File: src/rtl/guess_pkg.sv
// Shared types and constants for the Bulls-and-Cows guess entry datapath.
package guess_pkg;

  localparam int unsigned NUM_DIGITS = 4;

  typedef logic [3:0] digit_t;

  localparam digit_t KEY_DEL   = 4'hA;
  localparam digit_t KEY_ENTER = 4'hB;
  localparam digit_t KEY_CLR   = 4'hC;

  typedef enum logic [1:0] {
    S_ENTRY,
    S_FULL,
    S_SUBMIT
  } state_t;

endpackage

File: src/rtl/guess_entry_if.sv
// Key strobe input and guess valid/ready handshake towards the scorer.
interface guess_entry_if;
  import guess_pkg::*;

  logic   key_valid;
  digit_t key_code;
  logic   guess_valid;
  logic   guess_ready;
  digit_t Guess [NUM_DIGITS-1:0];

  modport master (
    output key_valid, key_code, guess_ready,
    input  guess_valid, Guess
  );

  modport slave (
    input  key_valid, key_code, guess_ready,
    output guess_valid, Guess
  );
endinterface

File: src/rtl/guess_entry_dup_check.sv
// Flags a candidate digit that already sits in one of the occupied guess slots.
module digit_dup_check
  import guess_pkg::*;
(
  input  digit_t     slots [NUM_DIGITS-1:0],
  input  logic [2:0] entry_count,
  input  digit_t     cand,
  output logic       dup
);

  // Slots fill from the top, so slot i is occupied once i + entry_count reaches NUM_DIGITS.
  always_comb begin
    dup = 1'b0;
    for (int unsigned i = 0; i < NUM_DIGITS; i++) begin
      if ((i + 32'(entry_count)) >= NUM_DIGITS && slots[2'(i)] == cand)
        dup = 1'b1;
    end
  end

endmodule

File: src/rtl/guess_entry.sv
// Keypad guess collector: edits a 4-digit guess, hands it to the scorer, counts attempts.
module guess_entry
  import guess_pkg::*;
#(
  parameter bit ALLOW_REPEAT = 1'b0
) (
  input  logic         clk,
  input  logic         rst_n,
  input  logic         game_restart,
  guess_entry_if.slave gif,
  output logic [2:0]   entry_count,
  output logic         key_reject,
  output logic [3:0]   attempt_count
);

  state_t     state;
  digit_t     slots [NUM_DIGITS-1:0];
  logic       guess_valid_q;
  logic       dup;
  logic       is_digit;
  logic       digit_ok;
  logic [1:0] wr_idx;
  logic [1:0] del_idx;

  digit_dup_check u_dup (
    .slots       (slots),
    .entry_count (entry_count),
    .cand        (gif.key_code),
    .dup         (dup)
  );

  // First digit lands in slot 3; the most recent digit is at slot 4-entry_count.
  assign wr_idx   = ~entry_count[1:0];
  assign del_idx  = 2'(3'd4 - entry_count);
  assign is_digit = (gif.key_code <= 4'd9);
  assign digit_ok = ALLOW_REPEAT || !dup;

  assign gif.guess_valid = guess_valid_q;
  for (genvar i = 0; i < NUM_DIGITS; i++) begin : g_guess
    assign gif.Guess[i] = slots[i];
  end

  always_ff @(posedge clk) begin
    if (!rst_n || game_restart) begin
      state         <= S_ENTRY;
      slots         <= '{default: '0};
      entry_count   <= '0;
      attempt_count <= '0;
      guess_valid_q <= 1'b0;
      key_reject    <= 1'b0;
    end else begin
      key_reject <= 1'b0;
      case (state)
        S_SUBMIT: begin
          if (guess_valid_q && gif.guess_ready) begin
            state         <= S_ENTRY;
            slots         <= '{default: '0};
            entry_count   <= '0;
            guess_valid_q <= 1'b0;
            if (attempt_count != 4'hF)
              attempt_count <= attempt_count + 4'd1;
          end
        end
        default: begin
          if (gif.key_valid) begin
            if (is_digit) begin
              if (state == S_FULL || !digit_ok) begin
                key_reject <= 1'b1;
              end else begin
                slots[wr_idx] <= gif.key_code;
                entry_count   <= entry_count + 3'd1;
                if (entry_count == 3'd3)
                  state <= S_FULL;
              end
            end else begin
              case (gif.key_code)
                KEY_ENTER: begin
                  if (state == S_FULL) begin
                    state         <= S_SUBMIT;
                    guess_valid_q <= 1'b1;
                  end else begin
                    key_reject <= 1'b1;
                  end
                end
                KEY_DEL: begin
                  if (entry_count != 3'd0) begin
                    slots[del_idx] <= '0;
                    entry_count    <= entry_count - 3'd1;
                    state          <= S_ENTRY;
                  end
                end
                KEY_CLR: begin
                  slots       <= '{default: '0};
                  entry_count <= '0;
                  state       <= S_ENTRY;
                end
                default: ;
              endcase
            end
          end
        end
      endcase
    end
  end

endmodule

File: src/flat_wrapper.sv
// flat-port wrapper written by rule: the top's interface ports become plain ports
module guess_entry_flat import guess_pkg::*;
#(
  parameter bit ALLOW_REPEAT = 1'b0
)
  (clk, rst_n, game_restart, entry_count, key_reject, attempt_count, gif_key_valid, gif_key_code, gif_guess_ready, gif_guess_valid, gif_Guess);
  guess_entry_if gif_i ();
  input  logic clk;
  input  logic rst_n;
  input  logic game_restart;
  output logic [2:0] entry_count;
  output logic key_reject;
  output logic [3:0] attempt_count;
  input wire logic [$bits(gif_i.key_valid)-1:0] gif_key_valid;
  input wire logic [$bits(gif_i.key_code)-1:0] gif_key_code;
  input wire logic [$bits(gif_i.guess_ready)-1:0] gif_guess_ready;
  output wire logic [$bits(gif_i.guess_valid)-1:0] gif_guess_valid;
  output wire logic [$bits(gif_i.Guess)-1:0] gif_Guess;
  assign gif_i.key_valid = gif_key_valid;
  assign gif_i.key_code = gif_key_code;
  assign gif_i.guess_ready = gif_guess_ready;
  assign gif_guess_valid = gif_i.guess_valid;
  assign gif_Guess = {>>{gif_i.Guess}};
  guess_entry #(.ALLOW_REPEAT(ALLOW_REPEAT)) u_core (.clk(clk), .rst_n(rst_n), .game_restart(game_restart), .gif(gif_i), .entry_count(entry_count), .key_reject(key_reject), .attempt_count(attempt_count));
endmodule
File: config.mk
export PLATFORM = sky130hd
export DESIGN_NAME = guess_entry_flat
export DESIGN_NICKNAME = d
export VERILOG_FILES = /design/src/rtl/guess_pkg.sv /design/src/rtl/guess_entry_if.sv /design/src/rtl/guess_entry_dup_check.sv /design/src/rtl/guess_entry.sv /design/src/flat_wrapper.sv
export SDC_FILE = /design/constraint.sdc
export NUM_CORES = 1
export LEC_CHECK = 0
export CORE_MARGIN = 2
export CORE_UTILIZATION = 45
export DETAILED_ROUTE_END_ITERATION = 10
export GPL_TIMING_DRIVEN = 0
export PLACE_DENSITY = 0.77
export SETUP_SLACK_MARGIN = 0.3
export SLEW_MARGIN = 20
export SYNTH_ARGS = -nofsm -noshare
export SYNTH_HDL_FRONTEND = slang
export SYNTH_HIERARCHICAL = 1
export SYNTH_SLANG_ARGS = --single-unit
File: constraint.sdc
create_clock -name clk -period 6.03 [get_ports clk]
set_clock_uncertainty 0.2 [all_clocks]
set_input_delay 1.5075 -clock clk [delete_from_list [all_inputs] [get_ports clk]]
set_output_delay 1.5075 -clock clk [all_outputs]
set_load 0.03 [all_outputs]
## Word level (Yosys, flattened, before mapping)

Index checks and enable logic that the tools add are counted.

| storage, ports and cells | value |
|---|---|
| bits in registers | 27 |
| bits of input ports | 9 |
| logic and storage cells | 109 |

| operators by class | value |
|---|---|
| add/subtract/negate cells | 7 |
| magnitude comparators | 9 |
| equal/unequal tests | 17 |
| mux-type cells | 42 |
| bitwise logic cells | 4 |
| reductions and logical operators | 21 |

Operators by type and width:

| operator | count |
|---|---|
| $mux W16 | 6 |
| $pmux W16 S2 | 1 |
| $mux W3 | 6 |
| $and A16 B16 Y16 | 1 |
| $bwmux W16 | 1 |
| $demux W4 S2 | 2 |
| $eq A4 B4 Y1 | 4 |
| $mux W2 | 8 |
| $not A16 Y16 | 1 |
| $mux W1 | 14 |
| $eq A4 B4 Y1 const B | 3 |
| $ge A4 B3 Y1 const B | 3 |
| $reduce_and A5 Y1 | 2 |
| $add A2 B3 Y4 const A | 2 |
| $mux W4 | 2 |
| $logic_and A1 B1 Y1 | 7 |
| $reduce_and A7 Y1 | 1 |
| $lt A2 B3 Y1 const B | 2 |
| $ne A3 B3 Y1 const B | 2 |
| $pmux W2 S3 | 1 |
| $pmux W3 S2 | 1 |
| $reduce_bool A2 Y1 | 3 |
| $reduce_bool A5 Y1 | 1 |
| $add A1 B3 Y4 const A | 1 |
| other kinds (23) | 25 |

## Logic depth before layout (Yosys ltp)

| depth | value |
|---|---|
| depth in word-level cells | 12 |
| gate-level depth with buffers | 10 |
| gate-level depth less buffers | 10 |

## Hierarchy

The synthesis kept the hierarchy.

Modules (own cells, without submodules):

| module | instances | cells each | area each (um^2) | sequential area each (um^2) |
|---|---|---|---|---|
| guess_entry | 1 | 149 | 1431.4 | 540.5 |
| digit_dup_check | 1 | 29 | 217.7 | 0.0 |

## Least setup slack after synthesis

No wires, ideal clock.

| timing path | value |
|---|---|
| path kind | input -> register |
| start point | input port gif_key_code[0] |
| end point | register u_core.slots, in the netlist u_core/gif.Guess[0] |
| library setup time | 0.117 ns |
| data arrival time | 3.386 ns |
| path slack | 2.326 ns |
| stages | 9 |
| cell sequence | xnor2_1 nand3_1 nor3_1 or4_1 or2_2 a221oi_4 buf_6 a31oi_1 a32o_1 |

| on the way | value |
|---|---|
| cells in the longest elaborated chain, start to end | 9 |
| elaborated cells between the ends (all ways) | 26 |
| classes of those cells | order compare: 1; eq/ne: 8; mux: 10; reduce/logical: 7 |

RTL lines:

| item | RTL line | RTL |
|---|---|---|
| from (decl) | flat_wrapper.sv:15 | `input wire logic [$bits(gif_i.key_code)-1:0] gif_key_code;` |
| $eq A4 B4 Y1 | guess_entry_dup_check.sv:15 | `if ((i + 32'(entry_count)) >= NUM_DIGITS && slots[2'(i)] == cand)` |
| $logic_and A1 B1 Y1 | guess_entry_dup_check.sv:15 |  |
| $mux W1 (3 in a row) | guess_entry_dup_check.sv:15 |  |
| $mux W1 * | guess_entry_dup_check.sv:15 |  |
| named net u_core.dup | guess_entry.sv:19 | `logic dup;` |
| $logic_or A1 B1 Y1 * | guess_entry.sv:67 | `if (state == S_FULL \|\| !digit_ok) begin` |
| $ne A3 B3 Y1 (no line) * | - |  |
| $reduce_and A5 Y1 (no line) * | - |  |
| to (signal, indexed assignment) | guess_entry.sv:70 | `slots[wr_idx] <= gif.key_code;` |
| to (decl) | guess_entry.sv:17 | `digit_t slots [NUM_DIGITS-1:0];` |

Mark *: on every way through the listed nets, which the timed path passes. The rest lies on a longest branch. The select of a mux whose other input is x is not followed.
A chain may end at the register's enable or synchronous reset.

## Final worst setup path

| timing path | value |
|---|---|
| start point | input port gif_key_code[1] |
| end point | register u_core.slots, in the netlist u_core/gif.Guess[0] |

Same word-level chain as after synthesis.

==> impl_results.md <==
* Status: complete, no violations
* Root Buffer: clkbuf_4
* Grt ovf at 0
* Final RePlAce weighted congestion at between 0.8 and 0.9
* Tightest Pin Transition at slightly below 0.5 ns
* DIE AREA at 4160 µm²
* Crit path buf inv count at 2
* DR WL/cell at approximately 15 µm
* Fin util at 0.604
* Area delta synth->final at 25.2%
* Vias per cell at 5.82
* Post-synth EDFFs at 0
* PostCTS Resize Cnt at 0
* Die Wd at 64.5 µm
* Part of the cycle the worst path needs at 0.714
* Gr usage total at 0.205
* First-pass GRT wire length at ~6.8 mm
* Crit-path cells: clkdlybuf4s50_1, xnor2_1, o21ai_0, nor4_1, or4_1, or2_2, a221oi_4, buf_6, a31oi_1, a32o_1
* CP Capture Type: flop
* DRC Markers at 0
* Setup TNS at 0 ns
* Initial antenna violation count at 0
* CTS tree: yes
* Ys flop type: dfxtp_1
* Maxcap violations at 0
* Crit-path max FO at 10
* Detail Placement HPWL at 2.92 mm
* Slew HR at 0.668
* Clk_lat worst skew at 0.33 ns
* Arr. time, crit path at ~4.3 ns
* # hold bufs at CTS at 0
* Clock tree sinks at 27
* CTS Buf Count at 3
* Largest net degree at the start of global routing at 16
* VDD IR max at about 0.10 mV
* Post-layout nets at approximately 240
* Total power at between 0.3 and 0.4 mW
* Endpoints failing setup at 0
* Setup crit start kind: input port
* Row Count at 21
* Delay of the slowest critical-path stage at 0.62 ns
* Final Non-Filler Cells at between 200 and 300
* CP max stage cell: clkdlybuf4s50_1
* Synth warnings at 6
* RSZ-0062 raised after global routing: false
* R2r endpoint: u_core/gif.Guess[0]
* Mapped Nets at 200
* TritonRoute pass-1 iters at 4
* Final Slew Violations at 0
* Critical path startpoint: gif_key_code[1]
* Layout cell share with drive strength beyond 1 at 0.0651
* Area of the core at 3420 µm²
* Hold depth at 2
* Minimum clock period after layout at between 4 and 5 ns
* Asr flop ratio synth at 0
* Worst R2R Path Depth at 10
* Design Area, Final at ~2100 µm²
* Fmax at around 230 MHz
* Leak at approximately 0.77 nW
* Synth cell types at 40
* Setup ws final at between 1.5 and 2 ns
* PortBufs at 33
* Place WS at roughly 1.4 ns
* Final WL at around 3.9 mm
* RR Startpoint: u_core/entry_count[1]
* H-tree depth at 1
* Clock transition at path regs at 0.13 ns
* Initial Utilization at 0.483
* CTS max path bufs at 2
* Critical Path RT at 6.05 ns
* Ports at 34
* ANT nets after route at 0
* Hold-critical path endpoint: u_core/state[0]
* Critical path class: input port to flop
* Vias in the first global route at 1427
* Routed vias at 1519
* Hold crit path type: flop to flop
* Die Height at 64.5 µm
* Placed Cells at ~260
* Final hold vios at 0
* Post-CTS Setup Bufs at 0
* Antenna diodes at 0
* Hold_ws at between 0.3 and 0.4 ns
* Synthesized area at about 1600 µm²
* Register area share after synthesis at 0.328
* Syn avg cell area at a little over 9 µm²
* Pwr dens at around 160 nW/µm²
* Synthesized flop and latch total at 27
* Reg2Reg Setup Slack at ~2.8 ns
* DR iter-0 viols at 48
* Hold Startpoint: u_core/state[0]
* Cells after Synth at ~180
* Cell family with most CP delay: simple AND/OR/NAND/NOR gates
* Area after DPL at ~2000 µm²
## layer usage
metal / track usage / wire [µm] / up-vias
met3: 0.0208 / 183 / 2
met5: 0 / 0 / -
met4: 0.0691 / 27 / 0
met2: 0.353 / 1970 / 46
met1: 0.269 / 1760 / 732
li1: - / - / 739
## final cells by class
cell class / instances / area [µm²]
fillers: 321 / 1350
clock buffers: 3 / 22.5
clock inverters: 1 / 5.00
repair buffers: 33 / 330
multi-input cells: 135 / 1030
well taps: 46 / 57.6
inverters: 6 / 22.5
plain buffers: 10 / 56.3
flip-flops and latches: 27 / 541
## tightest hold or removal path, stage by stage, from the launching register on
cell	delay (ns)
dfxtp_1	0.35
o21ai_0	0.07
a21oi_1	0.06
## layout by cell type (no fill, tap or decap), types with 5 or more instances in the layout
cell	n
clkdlybuf4s50_1	33
dfxtp_1	27
a32o_1	17
ha_1	13
a21oi_1	12
nor2_1	11
xnor2_1	9
o21ai_0	8
xor2_1	8
inv_1	6
nand3_1	6
nand2b_1	5
## where the power goes
part	total, mW	internal, mW	switching, mW
Clock	0.0776	0.0249	0.0527
Sequential	0.184	0.181	0.00351
Combinational	0.0682	0.0287	0.0396
## flip-flops by register name, indices dropped and copies added, names as in the netlist
| name | flops |
|---|---|
| u_core/attempt_count | 4 |
| u_core/gif.Guess | 16 |
| u_core/entry_count | 3 |
| u_core/key_reject | 1 |
| u_core/gif.guess_valid | 1 |
| u_core/state | 2 |
## logic make-up after synthesis
logic type | count (synthesis) | synth area share
buf+inv | 16 | 0.0478
flops | 27 | 0.328
mux | 2 | 0.0121
xor+xnor | 17 | 0.0903
compound gates | 55 | 0.261
fa+ha+maj | 14 | 0.105
simple gates | 47 | 0.156
## cells in the mapped netlist (4+ instances only)
cell type / n / area (µm²)
a21oi_1: 12 / 60.1
a32o_1: 17 / 170
and3_1: 4 / 25.0
dfxtp_1: 27 / 541
ha_1: 13 / 163
inv_1: 6 / 22.5
nand2_1: 4 / 15.0
nand2b_1: 5 / 31.3
nand3_1: 6 / 30.0
nor2_1: 11 / 41.3
nor2b_1: 4 / 25.0
o21ai_0: 8 / 40.0
xnor2_1: 9 / 78.8
xor2_1: 8 / 70.1
## worst max-delay path by stage
stage,to,slack [ns],cells after the start
5_1_grt,u_core/gif.Guess[0],1.62,10
6_report,u_core/gif.Guess[0],1.73,10
3_3_place_gp,u_core/gif.Guess[3],1.42,10
3_5_place_dp,u_core/gif.Guess[0],1.39,10
2_1_floorplan,u_core/gif.Guess[0],2.33,9
4_1_cts,u_core/gif.Guess[0],1.75,10
Note: power is estimated with default switching activity, not from simulation.
